## config.mk

```make
export PLATFORM = sky130hd
export DESIGN_NAME = ptc_status_capture_flat
export DESIGN_NICKNAME = d
export VERILOG_FILES = /design/src/rtl/ptc_status_pkg.sv /design/src/rtl/ptc_status_capture_if.sv /design/src/rtl/ptc_sync_debounce.sv /design/src/rtl/ptc_status_capture.sv /design/src/flat_wrapper.sv
export SDC_FILE = /design/constraint.sdc
export NUM_CORES = 1
export LEC_CHECK = 0
export CAP_MARGIN = 20
export CELL_PAD_IN_SITES_DETAIL_PLACEMENT = 1
export CELL_PAD_IN_SITES_GLOBAL_PLACEMENT = 2
export CORE_ASPECT_RATIO = 2
export CORE_MARGIN = 4
export CORE_UTILIZATION = 32
export CTS_BUF_LIST = sky130_fd_sc_hd__clkbuf_8
export CTS_CLUSTER_SIZE = 16
export DETAILED_ROUTE_END_ITERATION = 8
export PLACE_DENSITY = 0.77
export SLEW_MARGIN = 30
export SYNTH_ARGS = -nofsm -noshare
export SYNTH_HDL_FRONTEND = slang
export SYNTH_SLANG_ARGS = --single-unit
export TNS_END_PERCENT = 5
```

## constraint.sdc

```tcl
create_clock -name clk_axi -period 2.7 [get_ports clk_axi]
set_input_delay 0.405 -clock clk_axi [delete_from_list [all_inputs] [get_ports clk_axi]]
set_output_delay 0.405 -clock clk_axi [all_outputs]
set_load 0.01 [all_outputs]
```

## src/rtl/ptc_status_pkg.sv

```systemverilog
// Shared types and constants for the PTC status read-back block.
// Holds the readback word layout, counter widths and small helpers used by
// ptc_status_capture and its interface.
package ptc_status_pkg;

   localparam int unsigned IDX_W        = 5;
   localparam int unsigned CNT_W        = 16;
   localparam int unsigned TICK_DIV_DEF = 1000;
   localparam int unsigned TICK_W_DEF   = $clog2(TICK_DIV_DEF);

   // Word offsets of this block inside reg_ro_out
   localparam int unsigned RO_LIVE_OFS   = 0;
   localparam int unsigned RO_STICKY_OFS = 1;
   localparam int unsigned RO_STAT_OFS   = 2;

   // Layout of the status word at RO_STAT_OFS
   typedef struct packed {
      logic [9:0]       rsvd;
      logic             first_valid;
      logic [IDX_W-1:0] first_idx;
      logic [CNT_W-1:0] event_count;
   } stat_word_t;

   // Tick counter width for a given divider
   function automatic int unsigned tick_w(input int unsigned div);
      return (div < 2) ? 1 : $clog2(div);
   endfunction

   // Index of the lowest set bit (0 when none set)
   function automatic logic [IDX_W-1:0] lowest_idx(input logic [31:0] v);
      logic [IDX_W-1:0] idx;
      idx = '0;
      for (int i = 31; i >= 0; i--) begin
         if (v[i]) idx = IDX_W'(i);
      end
      return idx;
   endfunction

endpackage

```

## src/rtl/ptc_status_capture_if.sv

```systemverilog
// Register-side bundle of ptc_status_capture.
// master: register bridge (drives pins/mask/clear, reads status)
// slave : ptc_status_capture
interface ptc_status_capture_if #(
   parameter int unsigned N_IN = 32
);
   logic [N_IN-1:0]                    status_in;
   logic [N_IN-1:0]                    alert_mask;
   logic                               clear_req;
   logic [N_IN-1:0]                    status_live;
   logic [N_IN-1:0]                    status_sticky;
   logic [ptc_status_pkg::CNT_W-1:0]   event_count;
   logic                               first_valid;
   logic [ptc_status_pkg::IDX_W-1:0]   first_idx;
   logic                               alert_any;

   modport master (
      output status_in, alert_mask, clear_req,
      input  status_live, status_sticky, event_count, first_valid, first_idx, alert_any
   );

   modport slave (
      input  status_in, alert_mask, clear_req,
      output status_live, status_sticky, event_count, first_valid, first_idx, alert_any
   );
endinterface

```

## src/rtl/ptc_sync_debounce.sv

```systemverilog
// One status bit: synchroniser, polarity normalisation, 3-sample tick
// debounce and the registered live level.
// Ports: clk_axi/aresetn clock and async active-low reset, pin_i raw pin,
//        tick_i shared sample strobe, live_o debounced asserted level.
module ptc_sync_debounce #(
   parameter int unsigned SYNC_STAGES = 2,
   parameter bit          ACTIVE_LOW  = 1'b0
) (
   input  logic clk_axi,
   input  logic aresetn,
   input  logic pin_i,
   input  logic tick_i,
   output logic live_o
);
   localparam int unsigned HIST_W = 3;

   logic [SYNC_STAGES-1:0] sync_q, sync_d;
   logic [HIST_W-1:0]      hist_q, hist_d;
   logic                   live_q, live_d;
   logic                   s_c;

   // Live only moves once three consecutive tick samples agree
   always_comb begin
      sync_d = {sync_q[SYNC_STAGES-2:0], pin_i};
      s_c    = sync_q[SYNC_STAGES-1] ^ ACTIVE_LOW;
      hist_d = hist_q;
      live_d = live_q;
      if (tick_i) begin
         hist_d = {hist_q[HIST_W-2:0], s_c};
         if ((hist_d == '0) || (hist_d == '1)) live_d = hist_d[0];
      end
   end

   always_ff @(posedge clk_axi or negedge aresetn) begin
      if (!aresetn) begin
         sync_q <= '0;
         hist_q <= '0;
         live_q <= 1'b0;
      end else begin
         sync_q <= sync_d;
         hist_q <= hist_d;
         live_q <= live_d;
      end
   end

   assign live_o = live_q;

endmodule

```

## src/rtl/ptc_status_capture.sv

```systemverilog
// Read-back half of the PTC register bridge: debounces the board status
// pins and keeps sticky flags, a saturating event count and a first-fault index.
// Ports: clk_axi, aresetn (async, active low); bus (slave): status_in,
//        alert_mask, clear_req in; status_live, status_sticky, event_count,
//        first_valid, first_idx, alert_any out.
module ptc_status_capture
   import ptc_status_pkg::*;
#(
   parameter int unsigned N_IN        = 32,
   parameter int unsigned SYNC_STAGES = 2,
   parameter int unsigned TICK_DIV    = 1000,
   parameter logic [31:0] ACTIVE_LOW  = 32'h0
) (
   input logic               clk_axi,
   input logic               aresetn,
   ptc_status_capture_if.slave bus
);
   localparam int unsigned TICK_W = tick_w(TICK_DIV);

   logic [TICK_W-1:0] tick_cnt_q, tick_cnt_d;
   logic              tick_c;
   logic [N_IN-1:0]   live_vec;
   logic [N_IN-1:0]   live_prev_q;
   logic [N_IN-1:0]   sticky_q, sticky_d, base_sticky_c, newly_c;
   logic [CNT_W-1:0]  count_q, count_d, base_count_c;
   logic              first_valid_q, first_valid_d;
   logic [IDX_W-1:0]  first_idx_q, first_idx_d;
   logic              clear_req_q, clr_c;
   logic              alert_q, alert_d;

   for (genvar i = 0; i < N_IN; i++) begin : g_bit
      ptc_sync_debounce #(
         .SYNC_STAGES (SYNC_STAGES),
         .ACTIVE_LOW  (ACTIVE_LOW[i])
      ) u_db (
         .clk_axi (clk_axi),
         .aresetn (aresetn),
         .pin_i   (bus.status_in[i]),
         .tick_i  (tick_c),
         .live_o  (live_vec[i])
      );
   end

   // Clear is applied first so a set in the same cycle wins
   always_comb begin
      tick_c     = (tick_cnt_q == TICK_W'(TICK_DIV - 1));
      tick_cnt_d = tick_c ? '0 : tick_cnt_q + TICK_W'(1);

      clr_c         = bus.clear_req & ~clear_req_q;
      base_sticky_c = clr_c ? '0 : sticky_q;
      newly_c       = live_vec & ~live_prev_q & bus.alert_mask & ~base_sticky_c;
      sticky_d      = base_sticky_c | newly_c;

      base_count_c = clr_c ? '0 : count_q;
      count_d      = base_count_c;
      if ((|newly_c) && (base_count_c != '1)) count_d = base_count_c + CNT_W'(1);

      first_valid_d = clr_c ? 1'b0 : first_valid_q;
      first_idx_d   = clr_c ? '0   : first_idx_q;
      if (!first_valid_d && (|newly_c)) begin
         first_valid_d = 1'b1;
         first_idx_d   = lowest_idx(32'(newly_c));
      end

      alert_d = |(sticky_q & bus.alert_mask);
   end

   always_ff @(posedge clk_axi or negedge aresetn) begin
      if (!aresetn) begin
         tick_cnt_q    <= '0;
         live_prev_q   <= '0;
         sticky_q      <= '0;
         count_q       <= '0;
         first_valid_q <= 1'b0;
         first_idx_q   <= '0;
         clear_req_q   <= 1'b0;
         alert_q       <= 1'b0;
      end else begin
         tick_cnt_q    <= tick_cnt_d;
         live_prev_q   <= live_vec;
         sticky_q      <= sticky_d;
         count_q       <= count_d;
         first_valid_q <= first_valid_d;
         first_idx_q   <= first_idx_d;
         clear_req_q   <= bus.clear_req;
         alert_q       <= alert_d;
      end
   end

   assign bus.status_live   = live_vec;
   assign bus.status_sticky = sticky_q;
   assign bus.event_count   = count_q;
   assign bus.first_valid   = first_valid_q;
   assign bus.first_idx     = first_idx_q;
   assign bus.alert_any     = alert_q;

endmodule
```

## src/flat_wrapper.sv

```systemverilog
// flat-port wrapper written by rule: the top's interface ports become plain ports
module ptc_status_capture_flat import ptc_status_pkg::*;
#(
   parameter int unsigned N_IN        = 32,
   parameter int unsigned SYNC_STAGES = 2,
   parameter int unsigned TICK_DIV    = 1000,
   parameter logic [31:0] ACTIVE_LOW  = 32'h0
)
  (clk_axi, aresetn, bus_status_in, bus_alert_mask, bus_clear_req, bus_status_live, bus_status_sticky, bus_event_count, bus_first_valid, bus_first_idx, bus_alert_any);
  ptc_status_capture_if #(.N_IN(N_IN)) bus_i ();
  input logic clk_axi;
  input logic aresetn;
  input wire logic [$bits(bus_i.status_in)-1:0] bus_status_in;
  input wire logic [$bits(bus_i.alert_mask)-1:0] bus_alert_mask;
  input wire logic [$bits(bus_i.clear_req)-1:0] bus_clear_req;
  output wire logic [$bits(bus_i.status_live)-1:0] bus_status_live;
  output wire logic [$bits(bus_i.status_sticky)-1:0] bus_status_sticky;
  output wire logic [$bits(bus_i.event_count)-1:0] bus_event_count;
  output wire logic [$bits(bus_i.first_valid)-1:0] bus_first_valid;
  output wire logic [$bits(bus_i.first_idx)-1:0] bus_first_idx;
  output wire logic [$bits(bus_i.alert_any)-1:0] bus_alert_any;
  assign bus_i.status_in = bus_status_in;
  assign bus_i.alert_mask = bus_alert_mask;
  assign bus_i.clear_req = bus_clear_req;
  assign bus_status_live = bus_i.status_live;
  assign bus_status_sticky = bus_i.status_sticky;
  assign bus_event_count = bus_i.event_count;
  assign bus_first_valid = bus_i.first_valid;
  assign bus_first_idx = bus_i.first_idx;
  assign bus_alert_any = bus_i.alert_any;
  ptc_status_capture #(.N_IN(N_IN), .SYNC_STAGES(SYNC_STAGES), .TICK_DIV(TICK_DIV), .ACTIVE_LOW(ACTIVE_LOW)) u_core (.clk_axi(clk_axi), .aresetn(aresetn), .bus(bus_i));
endmodule
```

==> results.rst, run 1 <==
.. list-table::
   :header-rows: 1

   * - Metric
     - Value
   * - Initial standard-cell utilization of the core
     - 32.49%
   * - Area added between synthesis and finish
     - 32.22%
   * - Total Wirelength
     - 31130 µm
   * - Multiplexer share of the synthesized area
     - 0.1099%
   * - Later-pin clock latency in the skew report
     - 570 ps
   * - Least-Margin Pin Slew
     - 553.1 ps
   * - Maximum clock frequency
     - 0.4084 GHz
   * - Final antenna-violating net count
     - 0
   * - Largest net degree at the start of global routing
     - 74
   * - Number of instances in the synthesized netlist
     - 975
   * - Worst-path maximum fanout
     - 34
   * - Clock transition time at the flip-flop clock pins of the worst setup and hold paths
     - 60 ps
   * - Sinks on the clock net
     - 258
   * - DP Cell Count
     - 1587
   * - TritonCTS clock tree
     - done
   * - Crit path max-delay cell type
     - nor4b_2
   * - Leakage power summed over all cells
     - 6.449 nW
   * - M1 GR Usage
     - 19.19%
   * - Setup TNS
     - 0 ps
   * - Setup repair after global routing missed its margin
     - no
   * - Hold Buf Count CTS
     - 1
   * - Class of the most critical setup path
     - reg -> reg
   * - Worst Path Required
     - 3180 ps
   * - Most congested layer reported by global routing
     - met2
   * - Num CTS Buffers
     - 41
   * - Post-route standard cell area excluding fillers
     - 0.01355 mm²
   * - Top FF cell, synth
     - dfrtp_1
   * - Final hold violations
     - 0
   * - Critical Path, Cell by Cell
     - nand2b_4, buf_12, buf_4, a21oi_2, nor4b_2, nand4_2, buf_4, o21ai_2, buf_4, o21ai_0, a21oi_1
   * - Vias in the first global route
     - 8806
   * - Total I/O pin count
     - 154
   * - Post-route clock skew
     - 40.45 ps
   * - Placement Setup Slack
     - -242.1 ps
   * - Via count
     - 8031
   * - First-pass GRT wire length
     - 48770 µm
   * - Maximum root-to-sink buffer count
     - 3
   * - Fraction of the yosys area taken by sequential cells
     - 63.00%
   * - Synth Area in Adders
     - 0.2442%
   * - First drt pass iteration count
     - 4
   * - Number of max-slew violations in the final report
     - 0
   * - Path class of the lowest-slack min-delay path
     - in -> reg
   * - Crit path arrival time
     - 2930 ps
   * - Setup slack of the most critical reg-to-reg path
     - 250 ps
   * - Core footprint
     - 0.03154 mm²
   * - Number of buffers added on ports
     - 153
   * - Site row count
     - 92
   * - Syn nets
     - 1044
   * - Worst hold slack
     - 279.7 ps
   * - Top cell type by total area after synthesis
     - dfrtp_1
   * - Total global routing track utilization
     - 17.93%
   * - CTS root buffer
     - clkbuf_8
   * - Final Cycle Share
     - 90.69%
   * - Minimum setup slack in the final design
     - 251.4 ps
   * - Tightest slew margin relative to the limit
     - 63.12%
   * - Hold Startpoint
     - bus_status_in[0]
   * - CP dominant cell by count
     - buf_4
   * - Sum of net half-perimeters after detailed placement
     - 23670 µm
   * - End of the worst register-to-register path
     - u_core.bus.event_count[10]
   * - Total power per unit cell area
     - 548.3 mW/mm²
   * - Number of endpoints failing setup at the final stage
     - 0
   * - Critical path capture point type
     - flip-flop
   * - Post-synth EDFFs
     - 0
   * - Share of synthesized cell area in and, or, nand and nor gates
     - 21.44%
   * - Fraction of final layout cells with drive strength greater than 1
     - 14.05%
   * - Result of the run
     - finished clean
   * - Worst ir drop on vdd
     - 406.7 µV
   * - Mean instance size in the synthesized netlist
     - 10.51 µm²
   * - WL/cell
     - 18.81 µm
   * - Xor and xnor fraction of the mapped netlist area
     - 1.026%
   * - Final global-route overflow total
     - 0
   * - Post-CTS resize count
     - 0
   * - Average vias per placed instance
     - 4.853
   * - Largest family of logic cells by synthesized area
     - simple AND/OR/NAND/NOR gates
   * - Number of nets in the layout
     - 1277
   * - Top-area cell type share of the netlist area
     - 63.00%
   * - Detailed router's first-iteration violation count
     - 288
   * - Area fraction in compound gates after synthesis
     - 10.15%
   * - Global placer's final weighted congestion
     - 0.8914
   * - Number of distinct library cells after synthesis
     - 53
   * - Die width
     - 134.5 µm
   * - Area of the mapped netlist
     - 0.01025 mm²
   * - Type of element launching the critical path
     - flip-flop
   * - Fin cells
     - 1655
   * - Synth async-reset ratio
     - 100.0%
   * - M3 GR Usage
     - 3.191%
   * - Initial antenna violation count
     - 1
   * - Number of cells traversed by the worst hold path
     - 1
   * - Residual DRC
     - 0
   * - Synth top cells by count
     - 276 x nand2_1, 258 x dfrtp_1, 68 x a21oi_1
   * - Reg-to-reg critical path startpoint
     - u_core.clear_req_q
   * - Crit path largest cell delay
     - 390 ps
   * - Met2 global-route usage
     - 33.24%
   * - Most instantiated library cell after synthesis
     - nand2_1
   * - Number of max-cap violations
     - 0
   * - Number of post-CTS setup repair buffers
     - 0
   * - Leading cell types by total area after synthesis
     - dfrtp_1 63%, nand2_1 10%, a21oi_1 3.3%
   * - Final critical path time including I/O delays and setup
     - 2449 ps
   * - Die area
     - 0.03512 mm²
   * - DIE HEIGHT
     - 261.1 µm
   * - Cell Area, Placed
     - 0.01278 mm²
   * - Yosys warns
     - 0
   * - Count of cells along the worst register-to-register path
     - 11
   * - End point of the worst hold path
     - u_core.g_bit[0].u_db.sync_q[0]
   * - Flop and latch count out of synthesis
     - 258
   * - CTS H-tree lvls
     - 2
==> worst max path at each step <==
stage | start | end | slack, ps | depth (start not counted)
floorplan | bus_clear_req | u_core.bus.event_count[1] | 60 | 11
global placement | bus_clear_req | u_core.bus.event_count[8] | -210 | 12
detailed placement | bus_clear_req | u_core.bus.event_count[10] | -240 | 12
CTS | u_core.clear_req_q | u_core.bus.event_count[10] | 250 | 11
global route | u_core.clear_req_q | u_core.bus.event_count[8] | 80 | 11
finish | u_core.clear_req_q | u_core.bus.event_count[10] | 250 | 11
==> routing by layer <==
metal  vias up  routed length [µm]
met5         -                   0
li1       3765                   -
met4         0                1515
met2       207               16730
met1      3986               11500
met3        73                1381
==> logic make-up (layout without fill, tap and decap cells) <==
kind of cell,Yosys count,after routing
simple gates,467,467
flops,258,258
compound gates,166,166
buf+inv,69,325
xor+xnor,12,12
fa+ha+maj,2,2
mux,1,1
other cells,0,1
==> registers in the layout (all words and copies together) (netlist names), 5 cells and up <==
| register | count |
|---|---|
| u_core.g_bit.u_db.sync_q | 64 |
| u_core.g_bit.u_db.hist_q | 64 |
| u_core.bus.status_sticky | 32 |
| u_core.bus.event_count | 16 |
| u_core.bus.first_idx | 5 |
| u_core.tick_cnt_q | 10 |
| u_core.g_bit.u_db.live_o | 32 |
| u_core.live_prev_q | 32 |
==> power breakdown <==
part	switching, mW	internal, mW	leakage [nW]
sequential	0.0233	3.92	3.44
combinational	0.150	0.128	2.56
clock	1.52	1.69	0.447
total	1.69	5.74	6.45
==> stage by stage <==
step                      utilization (%)  power, mW
after CTS                           42.95      7.586
after detailed placement            40.52      4.297
after global placement              40.52      4.293
final                               42.96      7.429
after global routing                42.96      7.754
after floorplan                         -      4.037
==> area by class of cell <==
| class | instances | area [µm²] |
|---|---|---|
| Tap cell | 423 | 529.3 |
| Timing Repair Buffer | 254 | 2397 |
| Fill cell | 3604 | 17990 |
| Clock buffer | 48 | 660.6 |
| Clock inverter | 18 | 96.34 |
| Multi-Input combinational cell | 648 | 3388 |
| Sequential cell | 258 | 6456 |
| Antenna cell | 1 | 2.502 |
| Inverter | 5 | 18.77 |
==> placed cells by master (no fill, tap or decap), types with 6 or more instances in the layout <==
| cell type | synthesis | routed |
|---|---|---|
| nor2_1 | 54 | 54 |
| a22oi_1 | 12 | 12 |
| a21o_1 | 6 | 6 |
| clkdlybuf4s50_1 | 0 | 152 |
| nand3_1 | 18 | 17 |
| nor3_1 | 6 | 6 |
| inv_1 | 5 | 20 |
| a21oi_1 | 68 | 68 |
| dfrtp_1 | 258 | 258 |
| or3_1 | 39 | 39 |
| a31oi_1 | 36 | 36 |
| clkbuf_8 | 0 | 48 |
| buf_4 | 33 | 92 |
| nand3b_1 | 32 | 32 |
| buf_12 | 0 | 8 |
| nand2_1 | 276 | 276 |
| o21ai_0 | 6 | 6 |
| o211ai_1 | 6 | 6 |
| xnor2_1 | 7 | 7 |
==> worst max-delay path: cells and delay by family, from the launching register on <==
kind / cells / cell delay [ps]
and+or+nand+nor: 3 / 670
buffers and inverters: 4 / 760
AOI/OAI and AO/OA: 4 / 550
DFF: 1 / 350
(Power assumes the default switching activity.)
==> inputs of run 2 (changes only) <==
CORE_UTILIZATION = 34   (was 32)
SYNTH_HIERARCHICAL = 1   (was default)
==> run 2 against run 1 <==
Clock skew down 15 ps. Total power down 0.43%. Clock-buffer cell count stayed put. Largest cell class unchanged. Synthesized cell count shrank 14%. Flip-flop and latch count is the same. Critical path depth fell by 2. Design area increased by 1.7%. Die area is 3.1% lower.
==> results.rst, run 2 <==
.. list-table::
   :header-rows: 1

   * - Metric
     - Value
   * - First-pass GRT wire length
     - 45840 µm (-6.0%)
   * - Top cell type by total area after synthesis
     - dfrtp_1
   * - Met2 global-route usage
     - 32.45% (-0.80 points)
   * - Sum of net half-perimeters after detailed placement
     - 20940 µm (-12%)
   * - Count of cells along the worst register-to-register path
     - 9 (-2)
   * - Final hold violations
     - 0 (unchanged)
   * - Die area
     - 0.03405 mm² (-3.1%)
   * - CTS root buffer
     - clkbuf_8
   * - Final critical path time including I/O delays and setup
     - 2329 ps (-120.1 ps)
   * - Path class of the lowest-slack min-delay path
     - in -> reg
   * - Crit path arrival time
     - 2760 ps (-170 ps)
   * - Filler instances
     - 3272 (-9.2%)
   * - Num CTS Buffers
     - 40 (-2.4%)
   * - Portion of total power attributed to combinational logic
     - 3.3% (-0.4 points)
   * - Share of power burned in the clock network
     - 43.4% (+0.2 points)
   * - Top FF cell, synth
     - dfrtp_1
   * - Residual DRC
     - 0 (unchanged)
   * - M1 GR Usage
     - 17.37% (-1.8 points)
   * - Number of cells traversed by the worst hold path
     - 1 (unchanged)
   * - Post-synth EDFFs
     - 0 (unchanged)
   * - Site row count
     - 91 (-1.1%)
   * - Via count
     - 7497 (-6.6%)
   * - CTS H-tree lvls
     - 2 (unchanged)
   * - Proportion of total power due to net switching
     - 22.63% (-0.16 points)
   * - Area of the mapped netlist
     - 0.01054 mm² (+2.8%)
   * - Flop and latch count out of synthesis
     - 258 (unchanged)
   * - Later-pin clock latency in the skew report
     - 560 ps (about the same)
   * - Synth async-reset ratio
     - 100.0% (unchanged)
   * - Total I/O pin count
     - 154 (unchanged)
   * - Fin cells
     - 1473 (-11%)
   * - Final cell utilization of the core
     - 44.83% (+1.9 points)
   * - Number of instances in the synthesized netlist
     - 835 (-14%)
   * - First drt pass iteration count
     - 4 (unchanged)
   * - Yosys warns
     - 6 (+6)
   * - Mean instance size in the synthesized netlist
     - 12.62 µm² (+20%)
   * - Fraction of final layout cells with drive strength greater than 1
     - 18.27% (+4.2 points)
   * - DP Cell Count
     - 1407 (-11%)
   * - Type of element launching the critical path
     - flip-flop
   * - Clock transition time at the flip-flop clock pins of the worst setup and hold paths
     - 70 ps (about the same)
   * - Setup repair after global routing missed its margin
     - no
   * - Number of nets in the layout
     - 1147 (-10%)
   * - Total Power Consumption
     - 7.397 mW (-0.43%)
   * - M3 GR Usage
     - 2.797% (-0.39 points)
   * - Area added between synthesis and finish
     - 30.76%
   * - Worst Path Required
     - 3130 ps (-50 ps)
   * - Final antenna-violating net count
     - 0 (unchanged)
   * - Maximum root-to-sink buffer count
     - 3 (unchanged)
   * - Maximum clock frequency
     - 0.4295 GHz (+5.2%)
   * - Total Wirelength
     - 28220 µm (-9.3%)
   * - Top-area cell type share of the netlist area
     - 61.26% (-1.7 points)
   * - Result of the run
     - finished clean
   * - Most common cell after layout, fill and taps aside
     - dfrtp_1
   * - Critical path capture point type
     - flip-flop
   * - Number of distinct library cells after synthesis
     - 54 (+1.9%)
   * - Largest net degree at the start of global routing
     - 136 (+84%)
   * - Average vias per placed instance
     - 5.090 (+4.9%)
   * - Die width
     - 132.5 µm (-1.5%)
   * - Cell internal power dissipation
     - 5.723 mW (-0.22%)
   * - Final global-route overflow total
     - 0 (unchanged)
   * - Least-Margin Pin Slew
     - 613.0 ps (+59.88 ps)
   * - Commonest non-fill, non-tap cells in the layout
     - 258 x dfrtp_1, 152 x clkdlybuf4s50_1, 122 x nand2_1
   * - Class of the most critical setup path
     - reg -> reg
   * - Initial standard-cell utilization of the core
     - 34.28% (+1.8 points)
   * - DIE HEIGHT
     - 257.0 µm (-1.6%)
   * - Net load switching power
     - 1.674 mW (-1.1%)
   * - Core footprint
     - 0.03074 mm² (-2.5%)
   * - Final Cycle Share
     - 86.24% (-4.4 points)
   * - Tightest slew margin relative to the limit
     - 59.13% (-4.0 points)
   * - Sequential share of power
     - 53.4% (+0.4 points)
   * - Total power per unit cell area
     - 536.7 mW/mm² (-2.1%)
   * - Fraction of the yosys area taken by sequential cells
     - 61.26% (-1.7 points)
   * - Post-route clock skew
     - 25.63 ps (-14.83 ps)
   * - Leading cell types by total area after synthesis
     - dfrtp_1 61%, mux2_1 6.9%, nand2_1 4.3%
   * - Vias in the first global route
     - 8464 (-3.9%)
   * - Worst-path maximum fanout
     - 35 (+2.9%)
   * - Synth top cells by count
     - 258 x dfrtp_1, 122 x nand2_1, 65 x mux2_1
   * - Total global routing track utilization
     - 16.97% (-0.95 points)
   * - Setup slack of the most critical reg-to-reg path
     - 370 ps (+120 ps)
   * - Number of post-CTS setup repair buffers
     - 0 (unchanged)
   * - Number of buffers added on ports
     - 153 (unchanged)
   * - Largest regs
     - u_core/g_bit.u_db/hist_q: 64 flops, u_core/g_bit.u_db/sync_q: 64 flops
   * - Initial antenna violation count
     - 1 (unchanged)
   * - Number of max-slew violations in the final report
     - 0 (unchanged)
   * - Global placer's final weighted congestion
     - 0.8264 (-7.3%)
   * - Most congested layer reported by global routing
     - met2
   * - Sinks on the clock net
     - 258 (unchanged)
   * - Number of max-cap violations
     - 0 (unchanged)
   * - WL/cell
     - 19.16 µm (+1.9%)
   * - Worst ir drop on vdd
     - 422.2 µV (+3.8%)
   * - Detailed router's first-iteration violation count
     - 270 (-6.3%)
   * - Syn nets
     - 904 (-13%)
   * - TritonCTS clock tree
     - done
   * - Most instantiated library cell after synthesis
     - dfrtp_1
   * - Number of endpoints failing setup at the final stage
     - 0 (unchanged)
   * - Leakage power summed over all cells
     - 6.479 nW (+0.46%)
-- run 2: cell count changes after synthesis, moves of 31 or more --
cell,before,now
or3_1,39,5
o211ai_2,0,32
buf_4,33,1
nor2_1,54,21
nand4_1,4,35
a21oi_1,68,37
nor3b_2,0,32
a31oi_1,36,2
mux2_1,1,65
inv_1,5,36
nand2_1,276,122
-- run 2: path summary, 6_finish.rpt --
check,start,to
max,u_core/clear_req_q,u_core/bus.event_count[14]
max in group asynchronous,aresetn,u_core/live_prev_q[15]
min,bus_status_in[31],u_core/g_bit[31].u_db/sync_q[0]
max reg2reg,u_core/clear_req_q,u_core/bus.event_count[14]
min in group asynchronous,aresetn,u_core/g_bit[16].u_db/sync_q[0]
min reg2reg,u_core/g_bit[10].u_db/sync_q[0],u_core/g_bit[10].u_db/sync_q[1]
-- run 2: layer usage --
layer,share of wire [%],vias up
li1,-,3487
met1,35,3790
met2,56,150
met3,3.3,70
met4,5.4,0
met5,0,-
-- run 2: layout make-up --
cell class              count  area [µm²]  share of cell area (%)
clock buffers              48       660.6                   4.794
multi-input cells         526        3862                   28.03
inverters                  36       135.1                  0.9806
repair buffers            216        2100                   15.24
flip-flops and latches    258        6456                   46.85
diodes                      1       2.502                 0.01816
clock inverters            16       98.84                  0.7173
well taps                 372       465.4                   3.378
-- run 2: through the flow --
stage / setup TNS (ps) / instance area (µm²) / setup slack, ps / hold slack [ps]
2_1_floorplan: -196700 / 10550 / -2115 / 109.4
3_3_place_gp: -453.3 / 13010 / -94.54 / 311.4
3_5_place_dp: -2311 / 13010 / -195.7 / 309.2
4_1_cts: 0 / 13780 / 328.2 / 241.7
5_1_grt: 0 / 13780 / 156.0 / 256.0
6_report: 0 / 13780 / 371.5 / 283.1
-- run 2: timing repair --
action	in CTS	in global routing
hold buffers	1	0
hold endpoints to repair	34	0
resized for setup	0	0
-- run 2: cell families after synthesis --
kind of cell	synth area share [%]
AO/OA/AOI/OAI	10.25
XOR/XNOR	0.6649
adder cells (fa/ha/maj)	0.2374
buffers and inverters	2.303
flip-flops	61.26
multiplexers	7.230
AND/OR/NAND/NOR	18.06
-- run 2: power by group through the flow --
stage	logic [mW]	registers, mW	clock network (mW)
2_1_floorplan	0.0301	4.01	0
3_3_place_gp	0.247	4.01	0
3_5_place_dp	0.249	4.02	0
4_1_cts	0.251	3.95	3.36
5_1_grt	0.271	3.95	3.53
6_report	0.242	3.95	3.21
-- run 2: worst max-delay path, stage by stage, from the launching register on --
cell      delay, ps
dfrtp_1         350
nand2b_4        160
buf_12          200
a21oi_1         120
nor4_2          500
nand4_2         220
o32ai_4         210
buf_12          210
o311ai_0        130
o41ai_1         110
==> inputs of run 3 (changes only) <==
ABC_AREA = 1   (was default)
CORE_UTILIZATION = 32   (was 34)
PLACE_DENSITY = 0.78   (was 0.77)
==> run 3 against run 2 <==
Area after synthesis down 1.4%. Highest routed layer unchanged. Sequential power is essentially flat. Core utilization down 0.98 points. Critical endpoint is now u_core/bus.event_count[15]. Non-clock buffer count increased by 47. Die area increased by 4.6%. Sequential share of layout area fell by 1.0 points. Largest cell class unchanged.
==> results.rst, run 3 <==
.. list-table::
   :header-rows: 1

   * - Metric
     - Value
   * - Setup slack of the most critical reg-to-reg path
     - 60 ps (-310 ps)
   * - Post-synth EDFFs
     - 0 (unchanged)
   * - Total I/O pin count
     - 154 (unchanged)
   * - Crit path arrival time
     - 3070 ps (+310 ps)
   * - Die area
     - 0.03560 mm² (+4.6%)
   * - Final hold violations
     - 0 (unchanged)
   * - Count of cells along the worst register-to-register path
     - 22 (+13)
   * - Post-route clock skew
     - 18.48 ps (-7.141 ps)
   * - Sequential standard cell area
     - 0.006456 mm² (unchanged)
   * - Worst-path maximum fanout
     - 9 (-74%)
   * - Minimum setup slack in the final design
     - 56.89 ps (-314.6 ps)
   * - Via count
     - 8210 (+9.5%)
   * - Hold Startpoint
     - bus_status_in[7]
   * - Final antenna-violating net count
     - 0 (unchanged)
   * - Fin cells
     - 1806 (+23%)
   * - Average vias per placed instance
     - 4.546 (-11%)
   * - Die width
     - 135.4 µm (+2.2%)
   * - Top FF cell, synth
     - dfrtp_1
   * - Syn nets
     - 1123 (+24%)
   * - Largest regs
     - u_core/g_bit.u_db/hist_q: 64 flops, u_core/g_bit.u_db/sync_q: 64 flops
   * - Crit path largest cell delay
     - 390 ps (-110 ps)
   * - Number of nets in the layout
     - 1419 (+24%)
   * - Residual DRC
     - 0 (unchanged)
   * - Largest net degree at the start of global routing
     - 74 (-46%)
   * - Net load switching power
     - 1.678 mW (+0.23%)
   * - Number of distinct library cells after synthesis
     - 41 (-24%)
   * - Detailed router's first-iteration violation count
     - 211 (-22%)
   * - CTS root buffer
     - clkbuf_8
   * - Buf/Inv on CP
     - 5 (+3)
   * - Mean instance size in the synthesized netlist
     - 9.860 µm² (-22%)
   * - Initial standard-cell utilization of the core
     - 32.36% (-1.9 points)
   * - Total global routing track utilization
     - 16.43% (-0.54 points)
   * - Final cell utilization of the core
     - 43.85% (-0.98 points)
   * - Top cell type by total area after synthesis
     - dfrtp_1
   * - Num CTS Buffers
     - 40 (unchanged)
   * - Later-pin clock latency in the skew report
     - 550 ps (about the same)
   * - Vias in the first global route
     - 9010 (+6.5%)
   * - Share of power burned in the clock network
     - 42.3% (-1.1 points)
   * - Synth Area in Adders
     - 0.2408% (+0.0033 points)
   * - Final critical path time including I/O delays and setup
     - 2643 ps (+314.6 ps)
   * - Sum of net half-perimeters after detailed placement
     - 21620 µm (+3.2%)
   * - Xor and xnor fraction of the mapped netlist area
     - 1.433% (+0.77 points)
   * - Result of the run
     - finished clean
   * - Sinks on the clock net
     - 258 (unchanged)
   * - Portion of total power attributed to combinational logic
     - 3.6% (+0.3 points)
   * - Number of buffers added on ports
     - 153 (unchanged)
   * - Clock transition time at the flip-flop clock pins of the worst setup and hold paths
     - 70 ps (about the same)
   * - Largest family of logic cells by synthesized area
     - simple AND/OR/NAND/NOR gates
   * - Number of instances in the synthesized netlist
     - 1054 (+26%)
   * - Number of cells traversed by the worst hold path
     - 1 (unchanged)
   * - Total power per unit cell area
     - 518.4 mW/mm² (-3.4%)
   * - DIE HEIGHT
     - 262.9 µm (+2.3%)
   * - Class of the most critical setup path
     - reg -> reg
   * - Critical Path, Cell by Cell
     - inv_2, nand2_4, inv_8, nor2_1, ha_1, inv_2, nor3_2, nand3_2, nor3_2, inv_2, nor3_2, nand4_2, nand2_4, clkinv_2, nand4_4, nor3_4, nand3_2, nor3_4, nand3_2, nor4_4, nand2_1, xor2_1
   * - Reg-to-reg critical path startpoint
     - u_core/clear_req_q
   * - Placement Setup Slack
     - -550.5 ps (-354.8 ps)
   * - Total Power Consumption
     - 7.301 mW (-1.3%)
   * - Area fraction in compound gates after synthesis
     - 8.753% (-1.5 points)
   * - Path class of the lowest-slack min-delay path
     - in -> reg
   * - Top-area cell type share of the netlist area
     - 62.12% (+0.86 points)
   * - Cell internal power dissipation
     - 5.623 mW (-1.7%)
   * - End point of the worst hold path
     - u_core/g_bit[7].u_db/sync_q[0]
   * - Type of element launching the critical path
     - flip-flop
   * - Commonest non-fill, non-tap cells in the layout
     - 277 x nand2_1, 258 x dfrtp_1, 152 x clkdlybuf4s50_1
   * - End of the worst register-to-register path
     - u_core/bus.event_count[15]
   * - Area added between synthesis and finish
     - 35.50%
   * - Most common cell after layout, fill and taps aside
     - nand2_1
   * - Setup repair after global routing missed its margin
     - yes
   * - Area taken by multi-input logic gates
     - 0.003420 mm² (-11%)
   * - Leading cell types by total area after synthesis
     - dfrtp_1 62%, nand2_1 10%, inv_1 4.4%
   * - CTS H-tree lvls
     - 2 (unchanged)
   * - TritonCTS clock tree
     - done
   * - Fraction of final layout cells with drive strength greater than 1
     - 16.85% (-1.4 points)
   * - Synth async-reset ratio
     - 100.0% (unchanged)
   * - Number of max-cap violations
     - 0 (unchanged)
   * - Fraction of the yosys area taken by sequential cells
     - 62.12% (+0.86 points)
   * - Most instantiated library cell after synthesis
     - nand2_1
   * - Filler instances
     - 3730 (+14%)
   * - Final global-route overflow total
     - 0 (unchanged)
   * - Proportion of total power due to net switching
     - 22.98% (+0.35 points)
   * - Least-Margin Pin Slew
     - 663.9 ps (+50.90 ps)
   * - Site row count
     - 93 (+2.2%)
   * - WL/cell
     - 15.88 µm (-17%)
   * - Critical path's top delay family
     - simple AND/OR/NAND/NOR gates
   * - Synth top cells by count
     - 280 x nand2_1, 258 x dfrtp_1, 123 x inv_1
   * - Area of the mapped netlist
     - 0.01039 mm² (-1.4%)
   * - Worst ir drop on vdd
     - 342.6 µV (-19%)
   * - Worst Path Required
     - 3120 ps (about the same)
   * - First drt pass iteration count
     - 4 (unchanged)
   * - Number of endpoints failing setup at the final stage
     - 0 (unchanged)
   * - Flop and latch count out of synthesis
     - 258 (unchanged)
   * - Share of synthesized cell area in and, or, nand and nor gates
     - 22.04% (+4.0 points)
   * - Global placer's final weighted congestion
     - 0.8288 (+0.29%)
   * - Crit path max-delay cell type
     - dfrtp_1
   * - Number of post-CTS setup repair buffers
     - 0 (unchanged)
   * - First-pass GRT wire length
     - 46590 µm (+1.6%)
   * - DP Cell Count
     - 1734 (+23%)
   * - Yosys warns
     - 6 (unchanged)
   * - Tightest slew margin relative to the limit
     - 54.59% (-4.5 points)
   * - Number of max-slew violations in the final report
     - 0 (unchanged)
   * - Core footprint
     - 0.03212 mm² (+4.5%)
   * - Critical path capture point type
     - flip-flop
   * - Setup TNS
     - 0 ps (unchanged)
   * - Multiplexer share of the synthesized area
     - 0% (-7.2 points)
   * - Final Cycle Share
     - 97.89% (+12 points)
   * - Leakage power summed over all cells
     - 6.767 nW (+4.4%)
   * - Initial antenna violation count
     - 2 (+1)
   * - Maximum clock frequency
     - 0.3783 GHz (-12%)
   * - Maximum root-to-sink buffer count
     - 3 (unchanged)
   * - Total Wirelength
     - 28680 µm (+1.7%)
   * - Sequential share of power
     - 54.0% (+0.6 points)
-- run 3: changes by cell type in the layout (fill, tap and decap cells not counted), moves of 29 or more --
cell      before  now
nand2_1      122  277
inv_1         45  137
nor2_1        21   95
mux2_1        65    0
buf_4         55  103
nand3_2        0   35
nand4_1       35    1
o21ai_0        9   42
nor3b_2       32    0
o211ai_2      32    0
o22ai_1        0   29
-- run 3: cell families (layout without fill, tap and decap cells) --
family                   after synthesis  after routing
XOR/XNOR                              17             17
AO/OA/AOI/OAI                        160            160
AND/OR/NAND/NOR                      480            480
adder cells (fa/ha/maj)                2              2
other                                  0              2
buffers and inverters                137            460
flip-flops                           258            258
-- run 3: what timing repair did --
| item | in CTS | in global routing |
|---|---|---|
| gates resized for setup | 2 | 10 |
| endpoints found under the hold margin | 66 | 0 |
| hold buffers | 1 | 0 |
| endpoints found under the setup margin | 1 | 7 |
-- run 3: layout make-up --
cell class              instances  area share [%]
clock buffers                  47           4.593
inverters                     128           3.474
multi-input cells             659           24.28
clock inverters                22          0.6486
flip-flops and latches        258           45.85
repair buffers                263           17.33
diodes                          2         0.03554
well taps                     427           3.794
-- run 3: worst max-delay path by stage --
stage	end	start	slack, ps	cells after the start
after floorplan	u_core/bus.event_count[15]	u_core/clear_req_q	-30	24
after global placement	u_core/bus.event_count[15]	bus_clear_req	-420	22
after detailed placement	u_core/bus.event_count[15]	bus_clear_req	-550	22
after CTS	u_core/bus.event_count[15]	u_core/clear_req_q	1	22
after global routing	u_core/bus.event_count[15]	u_core/clear_req_q	-210	22
final	u_core/bus.event_count[15]	u_core/clear_req_q	60	22
-- run 3: per-layer routing --
layer,wire length [µm],share of wire (%),global-route usage [%]
met1,10620,37,17.72
met3,881,3.1,2.433
met4,952,3.3,6.272
met5,0,0,0
met2,16230,57,31.47
-- run 3: power by group through the flow --
stage	clock network [mW]	logic (mW)	registers, mW
floorplan	0	0.0366	4.01
global placement	0	0.267	4.02
detailed placement	0	0.271	4.02
CTS	3.25	0.273	3.95
global route	3.41	0.292	3.95
finish	3.09	0.264	3.95
-- run 3: metrics by stage --
stage,hold slack (ps),area (µm²)
6_report,297.0,14080
3_3_place_gp,331.3,13290
3_5_place_dp,335.6,13290
5_1_grt,259.9,14080
4_1_cts,250.3,14040
2_1_floorplan,109.4,10400
